==> src/rtl/fifo_wr_arbiter_if.sv <==
// Requester/FIFO-write bundle for fifo_wr_arbiter.
// master: requester + FIFO side (drives beats and full), slave: the arbiter.
interface fifo_wr_arbiter_if #(
    parameter int NUM_REQ    = 4,
    parameter int DATA_WIDTH = 16
);
    localparam int ID_W = $clog2(NUM_REQ);

    logic [NUM_REQ-1:0]            req_valid;
    logic [NUM_REQ-1:0]            req_last;
    logic [NUM_REQ*DATA_WIDTH-1:0] req_data;
    logic [NUM_REQ-1:0]            req_ready;
    logic                          fifo_full;
    logic                          fifo_wr_en;
    logic [DATA_WIDTH-1:0]         fifo_din;
    logic [ID_W-1:0]               grant_id;
    logic                          busy;
    logic                          timeout_err;

    modport master (
        output req_valid, req_last, req_data, fifo_full,
        input  req_ready, fifo_wr_en, fifo_din, grant_id, busy, timeout_err
    );

    modport slave (
        input  req_valid, req_last, req_data, fifo_full,
        output req_ready, fifo_wr_en, fifo_din, grant_id, busy, timeout_err
    );
endinterface

==> src/rtl/fifo_wr_arbiter.sv <==
// Round-robin, burst-locked arbiter sharing one async-FIFO write port.
// One idle cycle per grant; the winner's beats stream straight onto
// fifo_wr_en/fifo_din and never while fifo_full is high.
// Optional macro FIFO_WR_ARB_TIMEOUT_EN: release a grant whose owner has
// held valid low for IDLE_TIMEOUT cycles and pulse timeout_err.
module fifo_wr_arbiter #(
    parameter int NUM_REQ      = 4,
    parameter int DATA_WIDTH   = 16,
    parameter int MAX_BURST    = 16,
    parameter int IDLE_TIMEOUT = 8
) (
    input  logic               clk,
    input  logic               rst,
    fifo_wr_arbiter_if.slave   bus
);
    localparam int ID_W  = $clog2(NUM_REQ);
    localparam int CNT_W = $clog2(MAX_BURST + 1);

    typedef enum logic {IDLE, BURST} state_t;

    state_t           state;
    logic [ID_W-1:0]  rr_ptr;
    logic [ID_W-1:0]  grant_id;
    logic [CNT_W-1:0] beat_cnt;
    logic             in_burst;

    logic [ID_W-1:0]  pick;
    logic             pick_vld;
    logic [ID_W-1:0]  ix;
    logic             g_valid;
    logic             g_last;
    logic             xfer;
    logic             burst_done;
    logic [ID_W-1:0]  next_rr;

    // First valid requester at or after rr_ptr, wrapping; the downward
    // loop lets the smallest offset win.
    always_comb begin
        pick     = '0;
        pick_vld = 1'b0;
        ix       = '0;
        for (int k = NUM_REQ - 1; k >= 0; k--) begin
            ix = ID_W'((int'(rr_ptr) + k) % NUM_REQ);
            if (bus.req_valid[ix]) begin
                pick     = ix;
                pick_vld = 1'b1;
            end
        end
    end

    assign g_valid    = bus.req_valid[grant_id];
    assign g_last     = bus.req_last[grant_id];
    assign xfer       = in_burst && g_valid && !bus.fifo_full;
    // Last beat and burst limit landing together still release just once.
    assign burst_done = g_last || (beat_cnt == CNT_W'(MAX_BURST - 1));
    assign next_rr    = (grant_id == ID_W'(NUM_REQ - 1)) ? '0 : grant_id + 1'b1;

    assign bus.req_ready  = (in_burst && !bus.fifo_full) ? (NUM_REQ'(1) << grant_id) : '0;
    assign bus.fifo_wr_en = xfer;
    assign bus.fifo_din   = in_burst ? bus.req_data[grant_id*DATA_WIDTH +: DATA_WIDTH] : '0;
    assign bus.grant_id   = grant_id;
    assign bus.busy       = in_burst;

`ifdef FIFO_WR_ARB_TIMEOUT_EN
    localparam int STALL_W = $clog2(IDLE_TIMEOUT + 1);

    logic [STALL_W-1:0] stall_cnt;
    logic               timeout_err;
    logic               stall_expired;

    assign stall_expired   = in_burst && !g_valid && (stall_cnt == STALL_W'(IDLE_TIMEOUT - 1));
    assign bus.timeout_err = timeout_err;

    // Stall counter only advances while the owner has valid low; a
    // fifo_full stall with valid high clears it.
    always_ff @(posedge clk or posedge rst) begin
        if (rst) begin
            stall_cnt   <= '0;
            timeout_err <= 1'b0;
        end else begin
            timeout_err <= stall_expired;
            if (!in_burst || g_valid || stall_expired)
                stall_cnt <= '0;
            else
                stall_cnt <= stall_cnt + 1'b1;
        end
    end
`else
    logic stall_expired;

    assign stall_expired   = 1'b0;
    assign bus.timeout_err = 1'b0;
`endif

    // Arbitration/burst FSM; grant_id stays on the last winner through IDLE.
    always_ff @(posedge clk or posedge rst) begin
        if (rst) begin
            state    <= IDLE;
            rr_ptr   <= '0;
            grant_id <= '0;
            beat_cnt <= '0;
            in_burst <= 1'b0;
        end else begin
            case (state)
                IDLE: begin
                    if (pick_vld) begin
                        grant_id <= pick;
                        state    <= BURST;
                        in_burst <= 1'b1;
                    end
                end
                BURST: begin
                    if ((xfer && burst_done) || stall_expired) begin
                        state    <= IDLE;
                        in_burst <= 1'b0;
                        beat_cnt <= '0;
                        rr_ptr   <= next_rr;
                    end else if (xfer) begin
                        beat_cnt <= beat_cnt + 1'b1;
                    end
                end
                default: begin
                    state    <= IDLE;
                    in_burst <= 1'b0;
                end
            endcase
        end
    end
endmodule

==> src/flat_wrapper.sv <==
// flat-port wrapper written by rule: the top's interface ports become plain ports
module fifo_wr_arbiter_flat 
#(
    parameter int NUM_REQ      = 4,
    parameter int DATA_WIDTH   = 16,
    parameter int MAX_BURST    = 16,
    parameter int IDLE_TIMEOUT = 8
)
  (clk, rst, bus_req_valid, bus_req_last, bus_req_data, bus_fifo_full, bus_req_ready, bus_fifo_wr_en, bus_fifo_din, bus_grant_id, bus_busy, bus_timeout_err);
  fifo_wr_arbiter_if #(.NUM_REQ(NUM_REQ), .DATA_WIDTH(DATA_WIDTH)) bus_i ();
  input  logic clk;
  input  logic rst;
  input wire logic [$bits(bus_i.req_valid)-1:0] bus_req_valid;
  input wire logic [$bits(bus_i.req_last)-1:0] bus_req_last;
  input wire logic [$bits(bus_i.req_data)-1:0] bus_req_data;
  input wire logic [$bits(bus_i.fifo_full)-1:0] bus_fifo_full;
  output wire logic [$bits(bus_i.req_ready)-1:0] bus_req_ready;
  output wire logic [$bits(bus_i.fifo_wr_en)-1:0] bus_fifo_wr_en;
  output wire logic [$bits(bus_i.fifo_din)-1:0] bus_fifo_din;
  output wire logic [$bits(bus_i.grant_id)-1:0] bus_grant_id;
  output wire logic [$bits(bus_i.busy)-1:0] bus_busy;
  output wire logic [$bits(bus_i.timeout_err)-1:0] bus_timeout_err;
  assign bus_i.req_valid = bus_req_valid;
  assign bus_i.req_last = bus_req_last;
  assign bus_i.req_data = bus_req_data;
  assign bus_i.fifo_full = bus_fifo_full;
  assign bus_req_ready = bus_i.req_ready;
  assign bus_fifo_wr_en = bus_i.fifo_wr_en;
  assign bus_fifo_din = bus_i.fifo_din;
  assign bus_grant_id = bus_i.grant_id;
  assign bus_busy = bus_i.busy;
  assign bus_timeout_err = bus_i.timeout_err;
  fifo_wr_arbiter #(.NUM_REQ(NUM_REQ), .DATA_WIDTH(DATA_WIDTH), .MAX_BURST(MAX_BURST), .IDLE_TIMEOUT(IDLE_TIMEOUT)) u_core (.clk(clk), .rst(rst), .bus(bus_i));
endmodule
==> config.mk <==
export PLATFORM = sky130hd
export DESIGN_NAME = fifo_wr_arbiter_flat
export DESIGN_NICKNAME = d
export VERILOG_FILES = /design/src/rtl/fifo_wr_arbiter_if.sv /design/src/rtl/fifo_wr_arbiter.sv /design/src/flat_wrapper.sv
export SDC_FILE = /design/constraint.sdc
export NUM_CORES = 1
export LEC_CHECK = 0
export CORE_AREA = 10 10 73 69
export CTS_BUF_LIST = sky130_fd_sc_hd__clkbuf_4
export DETAILED_ROUTE_END_ITERATION = 16
export DIE_AREA = 0 0 83 79
export PLACE_DENSITY_LB_ADDON = 0.12
export SETUP_SLACK_MARGIN = 0.05
export SLEW_MARGIN = 20
export SYNTH_ARGS = -nofsm -noshare
export SYNTH_HDL_FRONTEND = slang
export SYNTH_SLANG_ARGS = --single-unit
==> constraint.sdc <==
create_clock -name clk -period 3.5 [get_ports clk]
set_input_delay 0.525 -clock clk [delete_from_list [all_inputs] [get_ports clk]]
set_output_delay 0.525 -clock clk [all_outputs]
set_load 0.01 [all_outputs]
### After elaboration in Yosys (flattened, before gate mapping)

Index checks and enable logic that the tools add are counted.

| cells by class | value |
|---|---|
| add/sub/neg operators | 5 |
| order comparisons | 5 |
| equal/unequal tests | 4 |
| shifts and indexed selects | 2 |
| muxes and demuxes | 31 |
| bitwise logic cells | 1 |
| reductions and logical operators | 11 |

Operators by type and width:

| kind | number |
|---|---|
| variable part select 64 x 7 -> 16 bit | 1 |
| 2-to-1 mux 16 bit | 1 |
| < comparator 2 x 3 -> 1 bit (second input constant) | 5 |
| 2-to-1 mux 1 bit | 14 |
| binary-select mux 1 bit (select 2 bit) | 6 |
| 2-to-1 mux 2 bit | 5 |
| 2-to-1 mux 5 bit | 2 |
| AND reduction 2 bit | 4 |
| adder 5 x 1 -> 5 bit (second input constant) | 1 |
| equality test 5 x 4 -> 1 bit (second input constant) | 1 |
| adder 2 x 1 -> 2 bit (second input constant) | 2 |
| adder 2 bit (second input constant) | 2 |
| logical AND 1 bit | 4 |
| 2-to-1 mux 4 bit | 1 |
| one-hot mux 1 bit (2 select lines) | 2 |
| << shifter 1 x 2 -> 4 bit (first input constant) | 1 |
| equality test 2 bit (second input constant) | 1 |
| inequality test 2 x 1 -> 1 bit (second input constant) | 1 |
| inequality test 2 bit (second input constant) | 1 |
| nonzero test 2 bit | 1 |
| logical NOT 1 bit | 1 |
| logical OR 1 bit | 1 |
| inverter 1 bit | 1 |

| word-level totals | value |
|---|---|
| register bits | 11 |
| input port bits | 75 |
| output and inout port bits | 25 |
| word-level logic and storage cells | 64 |

### Logic depth before layout (Yosys ltp)

| logic depth | value |
|---|---|
| depth in word-level cells | 9 |
| mapped depth | 6 |
| depth with buffers taken out | 6 |

### Worst setup path before layout

No wires, ideal clock.

| timing | value |
|---|---|
| path type | reg2out |
| start point | register u_core.grant_id[0], in the netlist u_core.bus.grant_id[0] |
| end point | output bus_fifo_din[10] |
| arrival time | 1,754 ps |
| data required time | 2,975 ps |
| slack | 1,221 ps |
| stages on the path, launching flop included | 5 |
| buffers on the path | 2 |
| path through | dfrtp_1 buf_2 buf_4 mux4_2 and2_1 |

| on the way | value |
|---|---|
| word-level cells in the longest chain between the ends | 2 |

RTL lines:

| item | RTL line | source |
|---|---|---|
| from (decl) | fifo_wr_arbiter.sv:23 | `logic [ID_W-1:0] grant_id;` |
| from (signal assigned) | fifo_wr_arbiter.sv:107 | `grant_id <= pick;` |
| variable part select 64 x 7 -> 16 bit | fifo_wr_arbiter.sv:60 | `assign bus.fifo_din = in_burst ? bus.req_data[grant_id*DATA_WIDTH +: DATA_WIDTH] : '0;` |
| 2-to-1 mux 16 bit | fifo_wr_arbiter.sv:60 |  |
| to (decl) | flat_wrapper.sv:19 | `output wire logic [$bits(bus_i.fifo_din)-1:0] bus_fifo_din;` |

Every way passes these cells.

### Worst setup path in the final report

| timing | value |
|---|---|
| start point | register u_core.grant_id[0], in the netlist u_core.bus.grant_id[0] |
| end point | output bus_fifo_din[6] |

The elaborated chain is that of the path after synthesis.

==> results.yml <==
synth:
  yosysSeqAreaShare_pct: 22.4
  synth.distinct_cells: 31
  synth_area_per_cell_um2: 10.7
  netlist_instances: 115
  yosysWarnings: 0
  synth.ff_latch_count: 11
  synth_fp_nets: 196
  synthesized_cell_area_um2: 1230
clock_network:
  clk_pin_slew_worst_paths_ns: 0.07
  post_cts.resized_instances: 0
  clk_root_buffer_cell: "sky130_fd_sc_hd__clkbuf_4"
  post-cts-setup-buffer-count: 0
  numClockSinks: 11
  cts.path.max_buffers: 2
  tritoncts: "done"
  hold_buffers: 0
  clock_latency_ns: 0.26
  number_of_buffers_created_by_cts: 3
  htreeDepth: 1
drt:
  dr_total_vias: 1277
  drtAntennaViolNets: 0
  wirelength_um: 4760
  vias_per_cell: 4.95
  detail_route.iter0.violations: 17
  wire_per_inst_um: 18.4
  detailedRoute.firstPassIterationCount: 4
  drt_drc_violations_left: 0
finish:
  number_of_nets_in_the_finished_design: 294
  stdcell_count: 258
  insertedDiodeCount: 0
  final_core_utilization_pct: 63.9
  flow.area_growth_from_synthesis_pct: 85.7
  post_route_cells_drive_above_1_share_pct: 12.3
grt:
  number_of_antenna_violations_at_the_first_check_in_global_routing: 0
  grt_start_max_net_pins: 25
  grt_first_pass_wirelength_um: 7560
  track_usage_pct: 13.8
  via_count_of_the_first_global_routing_pass: 1347
  global_route.overflow_total: 0
sta:
  fin_skew_ns: 0.00457
  maxSlewHeadroom_pct: 37.0
  period_minus_slack_ns: 2.89
  finalCritPeriodShare_pct: 82.7
  totalNegativeSetupSlack_ns: 0
  unrepaired_setup_endpoints_after_global_routing: "false"
  final-setup-viol-count: 0
  final_hold_violations: 0
  tightest_slew_ns: 0.945
  slew_viol_final: 0
  fmax_ghz: 0.345
critical_path:
  cp_data_arrival_time_ns: 2.37
  crit_path_end_kind: "output port"
  r2r.worst_path.cells: 5
  critical-path-slowest-cell: "sky130_fd_sc_hd__dfrtp_1"
  timing_worst_setup_path_type: "flop to output port"
  crit_family: "buffers and inverters"
  worst_setup_path_start_kind: "flop"
  path_buf_inv: 2
  path_cells: "buf_12 -> mux4_2 -> and2_1 -> clkdlybuf4s50_1"
  critical-path-max-stage-delay_ns: 0.70
  crit_required_ns: 2.97
  critical_path_cell_count: 4
  critical_path_peak_fanout: 14
power:
  power.density_nw_per_um2: 557
  power.static_leakage_nw: 0.886
  ir_drop_mv: 0.316
flow_run:
  drv_cap: 0
placement:
  gpl.final_weighted_congestion: 0.850
  post_detailed_placement_half_perimeter_wirelength_um: 4100
  numPortBuffers: 98
  dp_cells: 254
floorplan:
  fp-row-count: 21
  core_area_um2: 3570
  die_span_in_y_um: 79
  die-area_um2: 6560
  fp.dieW_um: 83
  num_io_pins: 100
  initial_core_utilization_pct: 34.4
hold_path:
  number_of_cells_on_the_worst_hold_path: 1
  worst_hold_path_type: "flop to flop"
run_status:
  result_of_the_run: "finished, final reports clean"
-- flip-flops by register name, summed over array words and instances (netlist names) --
name	flops
u_core.bus.busy	1
u_core.rr_ptr	2
u_core.state	1
u_core.bus.grant_id	2
u_core.beat_cnt	5
-- metrics by stage --
| stage | hold WS, ns | setup slack, ns | power, W | cell area (µm²) |
|---|---|---|---|---|
| floorplan | 0.377 | 1.22 | 0.000768 | 1230 |
| global placement | 0.481 | 0.911 | 0.00119 | 2250 |
| detailed placement | 0.502 | 0.872 | 0.00120 | 2250 |
| CTS | 0.512 | 0.582 | 0.00129 | 2280 |
| global route | 0.530 | 0.496 | 0.00136 | 2280 |
| finish | 0.509 | 0.606 | 0.00127 | 2280 |
-- power breakdown --
part / internal (W) / switching (W) / total [W] / leakage [nW]
sequential: 0.000177 / 0.000124 / 0.000301 / 0.137
clock: 0.0000422 / 0.0000419 / 0.0000840 / 0.0177
combinational: 0.000580 / 0.000305 / 0.000886 / 0.732
-- path summary, 6_finish.rpt --
| check | from | endpoint | slack (ns) |
|---|---|---|---|
| max reg2reg | u_core.bus.grant_id[0] | u_core.rr_ptr[0] | 1.17 |
| max in group asynchronous | rst | u_core.rr_ptr[0] | 2.67 |
| max | u_core.bus.grant_id[0] | bus_fifo_din[6] | 0.61 |
| min | u_core.beat_cnt[0] | u_core.beat_cnt[0] | 0.51 |
| min in group asynchronous | rst | u_core.rr_ptr[1] | 0.54 |
| min reg2reg | u_core.beat_cnt[0] | u_core.beat_cnt[0] | 0.51 |
-- final cells by class --
class | count | area, µm²
flip-flops and latches | 11 | 275
well taps | 46 | 57.6
clock buffers | 3 | 22.5
multi-input cells | 88 | 883
repair buffers | 99 | 1000
fillers | 304 | 1290
clock inverters | 1 | 5.00
inverters | 10 | 37.5
-- Yosys cell counts --
library cell | n | area share (%)
sky130_fd_sc_hd__a21oi_1 | 3 | 1.2
sky130_fd_sc_hd__and2_1 | 20 | 10
sky130_fd_sc_hd__and2_4 | 1 | 0.71
sky130_fd_sc_hd__and3_1 | 2 | 1.0
sky130_fd_sc_hd__and4b_1 | 1 | 0.81
sky130_fd_sc_hd__buf_1 | 1 | 0.31
sky130_fd_sc_hd__buf_2 | 2 | 0.81
sky130_fd_sc_hd__buf_4 | 2 | 1.2
sky130_fd_sc_hd__clkbuf_1 | 1 | 0.31
sky130_fd_sc_hd__conb_1 | 1 | 0.31
sky130_fd_sc_hd__dfrtp_1 | 11 | 22
sky130_fd_sc_hd__ha_1 | 6 | 6.1
sky130_fd_sc_hd__inv_1 | 10 | 3.1
sky130_fd_sc_hd__mux2_2 | 1 | 0.92
sky130_fd_sc_hd__mux2_4 | 2 | 2.4
sky130_fd_sc_hd__mux2i_1 | 2 | 1.6
sky130_fd_sc_hd__mux4_2 | 17 | 31
sky130_fd_sc_hd__nand2_1 | 2 | 0.61
sky130_fd_sc_hd__nand2b_1 | 2 | 1.0
sky130_fd_sc_hd__nand3_1 | 2 | 0.81
sky130_fd_sc_hd__nand4bb_1 | 1 | 0.92
sky130_fd_sc_hd__nor2_1 | 5 | 1.5
sky130_fd_sc_hd__nor2b_1 | 1 | 0.51
sky130_fd_sc_hd__nor4_1 | 1 | 0.51
sky130_fd_sc_hd__o21a_1 | 1 | 0.61
sky130_fd_sc_hd__o21ai_0 | 7 | 2.9
sky130_fd_sc_hd__o221ai_1 | 1 | 0.71
sky130_fd_sc_hd__o22ai_1 | 4 | 2.0
sky130_fd_sc_hd__o2bb2ai_1 | 3 | 2.1
sky130_fd_sc_hd__o31ai_1 | 1 | 0.61
sky130_fd_sc_hd__or2_1 | 1 | 0.51
-- kinds of logic after synthesis --
family          Yosys count  synth area share, %
flops                    11                 22.4
buf+inv                  16                 5.70
other cells               1                0.305
fa+ha+maj                 6                 6.11
simple gates             39                 19.1
mux                      22                 36.2
compound gates           20                 10.2
-- routing by layer --
metal	vias to the layer above	GRT usage (%)	wire length (µm)
met2	57	23.7	2280
met4	0	1.02	0
li1	625	-	-
met3	0	3.88	308
met5	-	0	0
met1	595	17.6	2170
-- placed cells by master, fill, tap and decap left out, types with 3 or more instances in the layout --
cell	count
sky130_fd_sc_hd__a21oi_1	3
sky130_fd_sc_hd__o2bb2ai_1	3
sky130_fd_sc_hd__dfrtp_1	11
sky130_fd_sc_hd__clkdlybuf4s50_1	98
sky130_fd_sc_hd__inv_1	10
sky130_fd_sc_hd__o22ai_1	4
sky130_fd_sc_hd__clkbuf_4	3
sky130_fd_sc_hd__and2_1	20
sky130_fd_sc_hd__o21ai_0	7
sky130_fd_sc_hd__mux4_2	17
sky130_fd_sc_hd__ha_1	6
sky130_fd_sc_hd__nor2_1	5
(Power assumes the default switching activity.)
